--- src/rtl/jb_shutdown_sequencer.sv ---
// Ordered PA/DAC/PSU power-down and power-up sequencer with a qualified fault input.
// Optional power-down entry counter is enabled by defining JB_SHDN_EVENT_CNT_EN.
module jb_shutdown_sequencer #(
  parameter int DLY_BW   = 16,
  parameter int DEBOUNCE = 8
) (
  input  logic              clk_15p36,
  input  logic              rst_15p36,
  input  logic              psu_alarm_n,
  input  logic              psu_alarm_enable,
  input  logic              overdrive_alarm,
  input  logic              sw_shutdown,
  input  logic              sw_restart,
  input  logic [DLY_BW-1:0] dly_step,
  output logic              pa_shutdown,
  output logic              dac_shutdown,
  output logic              psu_shutdown,
  output logic              seq_busy,
  output logic [2:0]        seq_state,
  output logic [2:0]        shdn_cause,
  output logic [15:0]       shdn_event_cnt
);

  localparam int CW = $clog2(DEBOUNCE + 1);
  localparam logic [CW-1:0] DEB_MAX = CW'(DEBOUNCE);
  localparam logic [DLY_BW-1:0] ONE = DLY_BW'(1);

  typedef enum logic [2:0] {
    RUN     = 3'd0,
    PA_OFF  = 3'd1,
    DAC_OFF = 3'd2,
    SHDN    = 3'd3,
    UP_PSU  = 3'd4,
    UP_DAC  = 3'd5
  } state_e;

  state_e            state_q, state_d;
  logic [1:0]        sync_q;
  logic [CW-1:0]     deb_q, deb_d;
  logic [DLY_BW-1:0] tmr_q, tmr_d;
  logic              pa_off_q, pa_off_d;
  logic              dac_off_q, dac_off_d;
  logic              psu_off_q, psu_off_d;
  logic [2:0]        cause_q, cause_d;
  logic              psu_flt, fault, tmr_done;
  logic [DLY_BW-1:0] step_ld;

  // Alarm idles high, so the synchroniser resets to the inactive level
  always_ff @(posedge clk_15p36 or posedge rst_15p36) begin
    if (rst_15p36) begin
      sync_q <= 2'b11;
      deb_q  <= '0;
    end else begin
      sync_q <= {sync_q[0], psu_alarm_n};
      deb_q  <= deb_d;
    end
  end

  always_comb begin
    deb_d = deb_q;
    if (sync_q[1])
      deb_d = '0;
    else if (deb_q != DEB_MAX)
      deb_d = deb_q + 1'b1;
  end

  assign psu_flt  = psu_alarm_enable && (deb_q == DEB_MAX);
  assign fault    = psu_flt || overdrive_alarm || sw_shutdown;
  assign step_ld  = (dly_step == '0) ? ONE : dly_step;
  assign tmr_done = (tmr_q <= ONE);

  always_ff @(posedge clk_15p36 or posedge rst_15p36) begin
    if (rst_15p36) begin
      state_q   <= SHDN;
      tmr_q     <= ONE;
      pa_off_q  <= 1'b1;
      dac_off_q <= 1'b1;
      psu_off_q <= 1'b1;
      cause_q   <= '0;
    end else begin
      state_q   <= state_d;
      tmr_q     <= tmr_d;
      pa_off_q  <= pa_off_d;
      dac_off_q <= dac_off_d;
      psu_off_q <= psu_off_d;
      cause_q   <= cause_d;
    end
  end

  always_comb begin
    state_d   = state_q;
    pa_off_d  = pa_off_q;
    dac_off_d = dac_off_q;
    psu_off_d = psu_off_q;
    cause_d   = cause_q;
    tmr_d     = tmr_done ? tmr_q : tmr_q - ONE;
    unique case (state_q)
      RUN:     if (fault) state_d = PA_OFF;
      PA_OFF:  if (tmr_done) state_d = DAC_OFF;
      DAC_OFF: if (tmr_done) state_d = SHDN;
      SHDN:    if (sw_restart && !fault) state_d = UP_PSU;
      UP_PSU:  begin
        if (fault)         state_d = PA_OFF;
        else if (tmr_done) state_d = UP_DAC;
      end
      UP_DAC:  begin
        if (fault)         state_d = PA_OFF;
        else if (tmr_done) state_d = RUN;
      end
      default: state_d = SHDN;
    endcase
    // Each entry moves exactly one rail; an abort leaves dac/psu where they were
    if (state_d != state_q) begin
      tmr_d = step_ld;
      case (state_d)
        PA_OFF: begin
          pa_off_d = 1'b1;
          cause_d  = {sw_shutdown, overdrive_alarm, psu_flt};
        end
        DAC_OFF: dac_off_d = 1'b1;
        UP_PSU: begin
          psu_off_d = 1'b0;
          cause_d   = '0;
        end
        UP_DAC:  dac_off_d = 1'b0;
        RUN:     pa_off_d  = 1'b0;
        default: begin
          pa_off_d  = 1'b1;
          dac_off_d = 1'b1;
          psu_off_d = 1'b1;
        end
      endcase
    end
  end

  assign pa_shutdown  = pa_off_q;
  assign dac_shutdown = dac_off_q;
  assign psu_shutdown = psu_off_q;
  assign seq_state    = state_q;
  assign shdn_cause   = cause_q;
  assign seq_busy     = (state_q != RUN) && (state_q != SHDN);

`ifdef JB_SHDN_EVENT_CNT_EN
  logic        enter_pa;
  logic [15:0] evt_q;

  assign enter_pa = (state_d == PA_OFF) && (state_q != PA_OFF);

  always_ff @(posedge clk_15p36 or posedge rst_15p36) begin
    if (rst_15p36)
      evt_q <= '0;
    else if (enter_pa && (evt_q != 16'hFFFF))
      evt_q <= evt_q + 16'd1;
  end

  assign shdn_event_cnt = evt_q;
`else
  assign shdn_event_cnt = 16'h0;
`endif

endmodule

--- config.mk ---
export PLATFORM = sky130hd
export DESIGN_NAME = jb_shutdown_sequencer
export DESIGN_NICKNAME = d
export VERILOG_FILES = /design/src/rtl/jb_shutdown_sequencer.sv
export SDC_FILE = /design/constraint.sdc
export NUM_CORES = 1
export LEC_CHECK = 0
export BUFFER_PORTS_ARGS = -buffer_cell sky130_fd_sc_hd__buf_2
export CORE_MARGIN = 4
export CORE_UTILIZATION = 25
export DETAILED_ROUTE_END_ITERATION = 8
export PLACE_DENSITY = 0.55
export SYNTH_ARGS = -nofsm -noshare
export SYNTH_HDL_FRONTEND = slang
export SYNTH_SLANG_ARGS = --single-unit
--- constraint.sdc ---
create_clock -name clk_15p36 -period 2.4 [get_ports clk_15p36]
set_input_delay 0.48 -clock clk_15p36 [delete_from_list [all_inputs] [get_ports clk_15p36]]
set_output_delay 0.48 -clock clk_15p36 [all_outputs]
set_load 0.01 [all_outputs]
==> flow_summary_export.csv, run 1 <==
group,metric,value,unit
cts,post_cts_buffers,0,
finish,syn2layout_area_growth,22.16,%
setup_path,crit_path_max_incr_delay,0.58,ns
setup_path,rr_endpoint,"tmr_q[4]$_DFFE_PP0P_",
routing,dr.pass1.iters,4,
cts,cts_hold_buf,0,
synthesis,yosys_most_used_dff,"dfrtp_1",
sta,setup_tns,0,ns
routing,vias,1705,
job,cap_violations,0,
routing,wire_per_inst,12.97,um
floorplanning,die_h,98.29,um
floorplanning,pin_count,49,
power,p_switching,0.9399,mW
setup_path,timing.reg2reg.setup_slack,0.12,ns
setup_path,critical_path_peak_fanout,16,
synthesis,ys_seq_area_share,38.55,%
synthesis,yosysWarningCount,0,
placed_design,portBuffers,32,
cts,cts.sinks,31,
finish,nFillCells,819,
cts,clk_pin_slew,0.08,ns
global_route,grt_pass1_wl,8169,um
synthesis,ys_async_sr_fraction,100.0,%
setup_path,worstPathCellList,"inv_1 -> ha_1 -> o21ba_2 -> nand4_4 -> nor2_2 -> o211ai_1 -> a21oi_4 -> buf_12 -> mux2_1",
setup_path,worst_r2r_startpoint,"tmr_q[0]$_DFFE_PP1P_",
setup_path,cpMaxStageDelayCell,"dfstp_2",
cts,clock_latency,0.29,ns
power,switching_share,35.77,%
global_route,overflow,0,
global_route,grt_max_degree,32,
floorplanning,design.core.area,7807,um^2
synthesis,syn-mean-instance-area,9.265,um^2
sta,fin_skew,0.008398,ns
sta,fin_crit,2.278,ns
setup_path,crit_arrival,2.45,ns
synthesis,synth_cell_types,48,
placed_design,routabilityCongestion,0.8196,
routing,routed_wl,4759,um
sta,drv_slew,0,
setup_path,cp-end-kind,"flip-flop",
floorplanning,fp.dieArea,9661,um^2
floorplanning,initial_utilization,26.11,%
power,vdd_ir_drop_max,0.0004537,V
power,p_leak,1.037,nW
routing,drtAntennaViolNets,0,
global_route,track_usage,10.34,%
global_route,antenna_found_initial,0,
sta,fmax,439.0,MHz
cts,cts_max_level,2,
floorplanning,rows,32,
global_route,first_global_vias,1653,
synthesis,ys_seq_elements,31,
setup_path,path_class,"flip-flop to flip-flop",
synthesis,netlist_instances,220,
setup_path,critPathLaunchType,"flip-flop",
routing,remaining_drc_errors,0,
synthesis,synth_edf_count,0,
finish,nets,291,
routing,drt_iter0_drc,32,
sta,min_period_over_period,94.91,%
setup_path,rr_worst_depth,9,
run_status,status,"completed",
synthesis,synth_area,2038,um^2
power,p_clk_share,24.1,%
floorplanning,die_x,98.29,um
cts,cts-root-buf,"clkbuf_8",
worst_hold_path,min_path_type,"primary input to asynchronous set/reset pin",
placed_design,place_hpwl,3456,um
finish,antennaDiodeCount,0,
cts,cts_buffers,5,
sta,setup_viol,0,
sta,rsz0062_at_grt,"no",
cts,cts_tree,"done",
power,p_int,1.688,mW
power,seqPwrFrac,36.5,%
cts,clockBufferDepth,2,
routing,via_per_inst,4.646,
setup_path,required,2.57,ns
sta,hold_violations,0,
finish,drive_gt1_share,32.83,%
power,power_density,1055,nW/um^2
power,combPwrFrac,39.4,%
finish,final_util,31.89,%
## per-layer routing
| metal | GRT usage [%] | routed length (um) | vias to the layer above |
|---|---|---|---|
| met5 | 0 | 0 | - |
| met4 | 3.887 | 60 | 0 |
| met3 | 2.714 | 307 | 5 |
| met2 | 15.50 | 2089 | 48 |
| met1 | 14.24 | 2301 | 816 |
| li1 | - | - | 836 |
## per-stage QoR
| stage | instances | power, mW | worst slack (ns) | hold WS, ns | instance area, um^2 |
|---|---|---|---|---|---|
| 2_1_floorplan | 235 | 1.695 | 0.05355 | 0.3452 | 2095 |
| 6_report | 367 | 2.628 | 0.1222 | 0.2575 | 2490 |
| 4_1_cts | 367 | 2.627 | 0.03568 | 0.2652 | 2460 |
| 3_5_place_dp | 359 | 1.967 | 0.05293 | 0.3472 | 2323 |
| 3_3_place_gp | 359 | 1.951 | 0.08424 | 0.3465 | 2323 |
| 5_1_grt | 367 | 2.837 | 0.004178 | 0.2789 | 2490 |
## power groups by stage
stage / logic (mW) / registers (mW) / clock network, mW
6_report: 1.04 / 0.960 / 0.633
5_1_grt: 1.17 / 0.993 / 0.675
4_1_cts: 1.02 / 0.950 / 0.653
3_5_place_dp: 1.01 / 0.956 / 0
3_3_place_gp: 0.994 / 0.957 / 0
2_1_floorplan: 0.766 / 0.928 / 0
## cell usage in the layout (no fill, tap or decap), drive strengths merged, types with 3 or more instances in the layout
| cell | netlist | final |
|---|---|---|
| nor4 | 5 | 5 |
| or4 | 3 | 3 |
| inv | 8 | 8 |
| nand2 | 22 | 22 |
| mux2i | 5 | 5 |
| dfstp | 8 | 8 |
| clkbuf | 4 | 5 |
| xnor2 | 10 | 10 |
| mux2 | 15 | 15 |
| nand3 | 5 | 5 |
| conb | 1 | 16 |
| nor2 | 26 | 26 |
| a21oi | 11 | 11 |
| o21ai | 7 | 7 |
| nor3 | 9 | 9 |
| dfrtp | 23 | 23 |
| nand4 | 3 | 3 |
| buf | 19 | 45 |
| o211ai | 3 | 3 |
| o31ai | 4 | 4 |
| ha | 4 | 4 |
## sequential cells by signal, summed over array words and instances (netlist names)
signal,count
psu_shutdown,1
seq_state,3
tmr_q,16
pa_shutdown,1
dac_shutdown,1
deb_q,4
shdn_cause,3
sync_q,2
## worst max path at each step
stage                               startpoint                       to  slack, ns  depth (start not counted)
final                     tmr_q[0]$_DFFE_PP1P_     tmr_q[4]$_DFFE_PP0P_       0.12                          9
after global placement    tmr_q[5]$_DFFE_PP0P_    tmr_q[15]$_DFFE_PP0P_       0.08                          7
after CTS                 tmr_q[5]$_DFFE_PP0P_  pa_shutdown$_DFFE_PP1P_       0.04                          6
after floorplan           tmr_q[4]$_DFFE_PP0P_     tmr_q[1]$_DFFE_PP0P_       0.05                          7
after detailed placement  tmr_q[5]$_DFFE_PP0P_    tmr_q[15]$_DFFE_PP0P_       0.05                          7
after global routing      tmr_q[8]$_DFFE_PP0P_  pa_shutdown$_DFFE_PP1P_      0.004                          7
## logic make-up after synthesis
logic type                 Yosys count  share of synthesized area (%)
muxes                               20                          10.74
other                                1                         0.1840
and+or+nand+nor                     82                          19.95
xor gates and xnor gates            12                          5.156
adders and majority gates            4                          2.456
AOI/OAI and AO/OA                   37                          12.83
DFF                                 31                          38.55
buffers and inverters               33                          10.13
## synthesized netlist by cell type, types with 2 or more instances
library cell	number	area share, %
dfrtp_1	23	28
a21oi_1	10	2.5
buf_6	3	1.7
mux2_2	14	7.7
nor3_1	9	2.2
o31ai_1	3	1.1
a31oi_1	2	0.61
o21ai_0	7	1.7
xnor2_1	10	4.3
o41ai_1	2	0.86
dfstp_2	8	10
mux2i_1	5	2.5
clkinv_1	2	0.37
xor2_1	2	0.86
nand3_1	5	1.2
nand2_1	22	4.1
buf_4	16	5.9
ha_1	4	2.5
nor2_1	25	4.6
nand4_1	2	0.61
nor4_1	4	1.2
nand3b_1	2	0.74
inv_1	8	1.5
clkbuf_1	4	0.74
o211ai_1	3	1.1
or4_1	3	1.1
## critical path: cells and delay by family, from the launching register on
kind                     cells  cell delay, ns
flip-flops                   1            0.58
multiplexers                 1            0.31
adder cells (fa/ha/maj)      1            0.23
buffers and inverters        2            0.22
AO/OA/AOI/OAI                3            0.62
AND/OR/NAND/NOR              2            0.19
## what timing repair did
action / in CTS / in global routing
hold endpoints to repair: 0 / 0
gates resized for setup: 0 / 5
endpoints found under the setup margin: 0 / 15
## cell type report
type                    count  area [um^2]  share of cell area [%]
multi-input cells         171         1132                   45.48
flip-flops and latches     31        785.8                   31.56
repair buffers             45        270.3                   10.85
well taps                 102        127.6                   5.126
clock buffers               5        68.82                   2.764
clock inverters             3        67.56                   2.714
inverters                  10        37.54                   1.508
(Power assumes the default switching activity.)
==> run 2: changes to the inputs <==
--- a/config.mk
+++ b/config.mk
@@ -9,5 +9,5 @@
 export CORE_MARGIN = 4
-export CORE_UTILIZATION = 25
+export CORE_UTILIZATION = 35
 export DETAILED_ROUTE_END_ITERATION = 8
-export PLACE_DENSITY = 0.55
+export PLACE_DENSITY = 0.68
 export SYNTH_ARGS = -nofsm -noshare
--- a/constraint.sdc
+++ b/constraint.sdc
@@ -3,2 +3,2 @@
 set_output_delay 0.48 -clock clk_15p36 [all_outputs]
-set_load 0.01 [all_outputs]
+set_load 0.02 [all_outputs]
==> run 2 against run 1 <==
  * Register-to-register slack about the same
  * Worst hold slack improved by 0.0089 ns
  * Global-route usage increased by 3.1 points
  * Total power decreased by 6.6%
  * Setup slack improved by 0.014 ns
  * Largest power group unchanged
  * Wire length decreased by 7.6%
  * Cell count decreased by 8.7%
  * Clock-buffer cell count increased by 2
  * Non-clock buffer count decreased by 2
  * Via count about the same
  * Maximum frequency increased by 0.62%
==> flow_summary_export.csv, run 2 (same netlist as run 1, synthesis figures left out) <==
group,metric,value,unit
floorplanning,initial_utilization,36.57,%
sta,min_period_over_period,94.32,%
setup_path,worstPathCellList,"nor3_1 -> nand4_4 -> o31ai_4 -> a21oi_2 -> a21oi_4 -> buf_12 -> mux2_2",
setup_path,timing.reg2reg.setup_slack,0.14,ns
cts,cts_tree,"done",
floorplanning,rows,27,
placed_design,place_area,2271,um^2
routing,remaining_drc_errors,0,
cts,clockBufferDepth,2,
finish,fin_cells,335,
floorplanning,pin_count,49,
setup_path,cp-end-kind,"flip-flop",
setup_path,required,2.56,ns
finish,largest_reg_flops,16,
routing,dr.pass1.iters,4,
finish,regMostFlops,"tmr_q",
finish,drive_gt1_share,31.56,%
global_route,grt_max_degree,32,
power,total_power,2.454,mW
setup_path,rr_worst_depth,7,
finish,nFillCells,557,
job,cap_violations,0,
routing,routed_wl,4398,um
global_route,antenna_found_initial,0,
finish,largestRegisters,"tmr_q x16, deb_q x4",
setup_path,crit_path_max_incr_delay,0.43,ns
run_status,status,"completed",
routing,vias,1704,
setup_path,cp_num_buf_inv,1,
cts,post_cts_buffers,0,
worst_hold_path,min_path_type,"primary input to asynchronous set/reset pin",
finish,nets,289,
cts,clk_pin_slew,0.07,ns
sta,fin_crit,2.264,ns
floorplanning,fp.dieArea,7108,um^2
power,vdd_ir_drop_max,0.0004113,V
floorplanning,die_x,84.31,um
finish,antennaDiodeCount,0,
cts,cts.sinks,31,
setup_path,crit_arrival,2.43,ns
finish,syn2layout_area_growth,17.19,%
sta,fin_skew,0.006335,ns
setup_path,critical_path_peak_fanout,16,
setup_path,critPathTopFamily,"simple AND/OR/NAND/NOR gates",
setup_path,cpMaxStageDelayCell,"dfrtp_1",
global_route,overflow,0,
cts,cts_max_level,2,
placed_design,dp.cells,327,
placed_design,place_hpwl,3309,um
routing,drtAntennaViolNets,0,
placed_design,routabilityCongestion,0.8193,
sta,setup_viol,0,
finish,finish.instance_area,2389,um^2
finish,mostFrequentLayoutCells,"32 x buf_2, 25 x nor2_1, 23 x dfrtp_1, 22 x nand2_1, 16 x conb_1",
routing,via_per_inst,5.087,
placed_design,portBuffers,32,
global_route,first_global_vias,1693,
global_route,track_usage,13.47,%
routing,drt_iter0_drc,84,
sta,drv_slew,0,
floorplanning,design.core.area,5574,um^2
setup_path,path_class,"flip-flop to flip-flop",
cts,cts-root-buf,"clkbuf_8",
cts,clock_latency,0.28,ns
sta,hold_violations,0,
global_route,grt_pass1_wl,7866,um
sta,timing.hold.ws,0.2664,ns
finish,final_common_cell,"buf_2",
cts,cts_buffers,5,
power,p_leak,1.005,nW
routing,wire_per_inst,13.13,um
floorplanning,die_h,84.31,um
setup_path,cp_num_cells,7,
power,power_density,1027,nW/um^2
sta,fmax,441.8,MHz
setup_path,critPathLaunchType,"flip-flop",
## run 2: cell type report
type | count | area, um^2 | area share [%]
Clock buffer | 7 | 76.32 | 3.195
Timing Repair Buffer | 43 | 255.2 | 10.69
Clock inverter | 1 | 5.005 | 0.2095
Sequential cell | 31 | 785.8 | 32.90
Tap cell | 72 | 90.09 | 3.772
Multi-Input combinational cell | 171 | 1139 | 47.67
Inverter | 10 | 37.54 | 1.572
## run 2: repair_timing
action                                  CTS  global route
endpoints found under the setup margin    0            13
gates resized for setup                   0             6
hold buffers                              0             0
## run 2: metal layers
| metal | track usage (%) | vias up | part of all wire, % |
|---|---|---|---|
| li1 | - | 835 | - |
| met2 | 22.17 | 50 | 47 |
| met3 | 3.337 | 5 | 6.6 |
| met5 | 0 | - | 0 |
| met1 | 17.66 | 814 | 45 |
| met4 | 3.509 | 0 | 1.3 |
## run 2: final timing paths
check                                          start                 endpoint
worst max-delay path            tmr_q[2]$_DFFE_PP0P_     tmr_q[6]$_DFFE_PP0P_
worst min-delay path                       rst_15p36     tmr_q[2]$_DFFE_PP0P_
worst max register to register  tmr_q[2]$_DFFE_PP0P_     tmr_q[6]$_DFFE_PP0P_
worst min register to register   sync_q[0]$_DFF_PP1_      sync_q[1]$_DFF_PP1_
max in group asynchronous                  rst_15p36  pa_shutdown$_DFFE_PP1P_
min in group clk_15p36                   psu_alarm_n      sync_q[0]$_DFF_PP1_
## run 2: worst reg2reg max path, cell delays in order (launching register included)
cell	delay [ns]
dfrtp_1	0.43
nor3_1	0.42
nand4_4	0.20
o31ai_4	0.28
a21oi_2	0.11
a21oi_4	0.18
buf_12	0.17
mux2_2	0.35
## run 2: per-stage QoR
step,setup slack [ns],setup TNS [ns],util [%]
after floorplan,0.05352,0,-
after global placement,0.1207,0,40.74
after detailed placement,0.06436,0,40.74
after CTS,0.05642,0,42.20
after global routing,-0.01116,-0.02813,42.85
final,0.1363,0,42.85
## run 2: where the power goes
group,switching (mW),internal (mW)
logic,0.554,0.533
registers,0.230,0.746
clock network,0.187,0.203
total,0.972,1.48
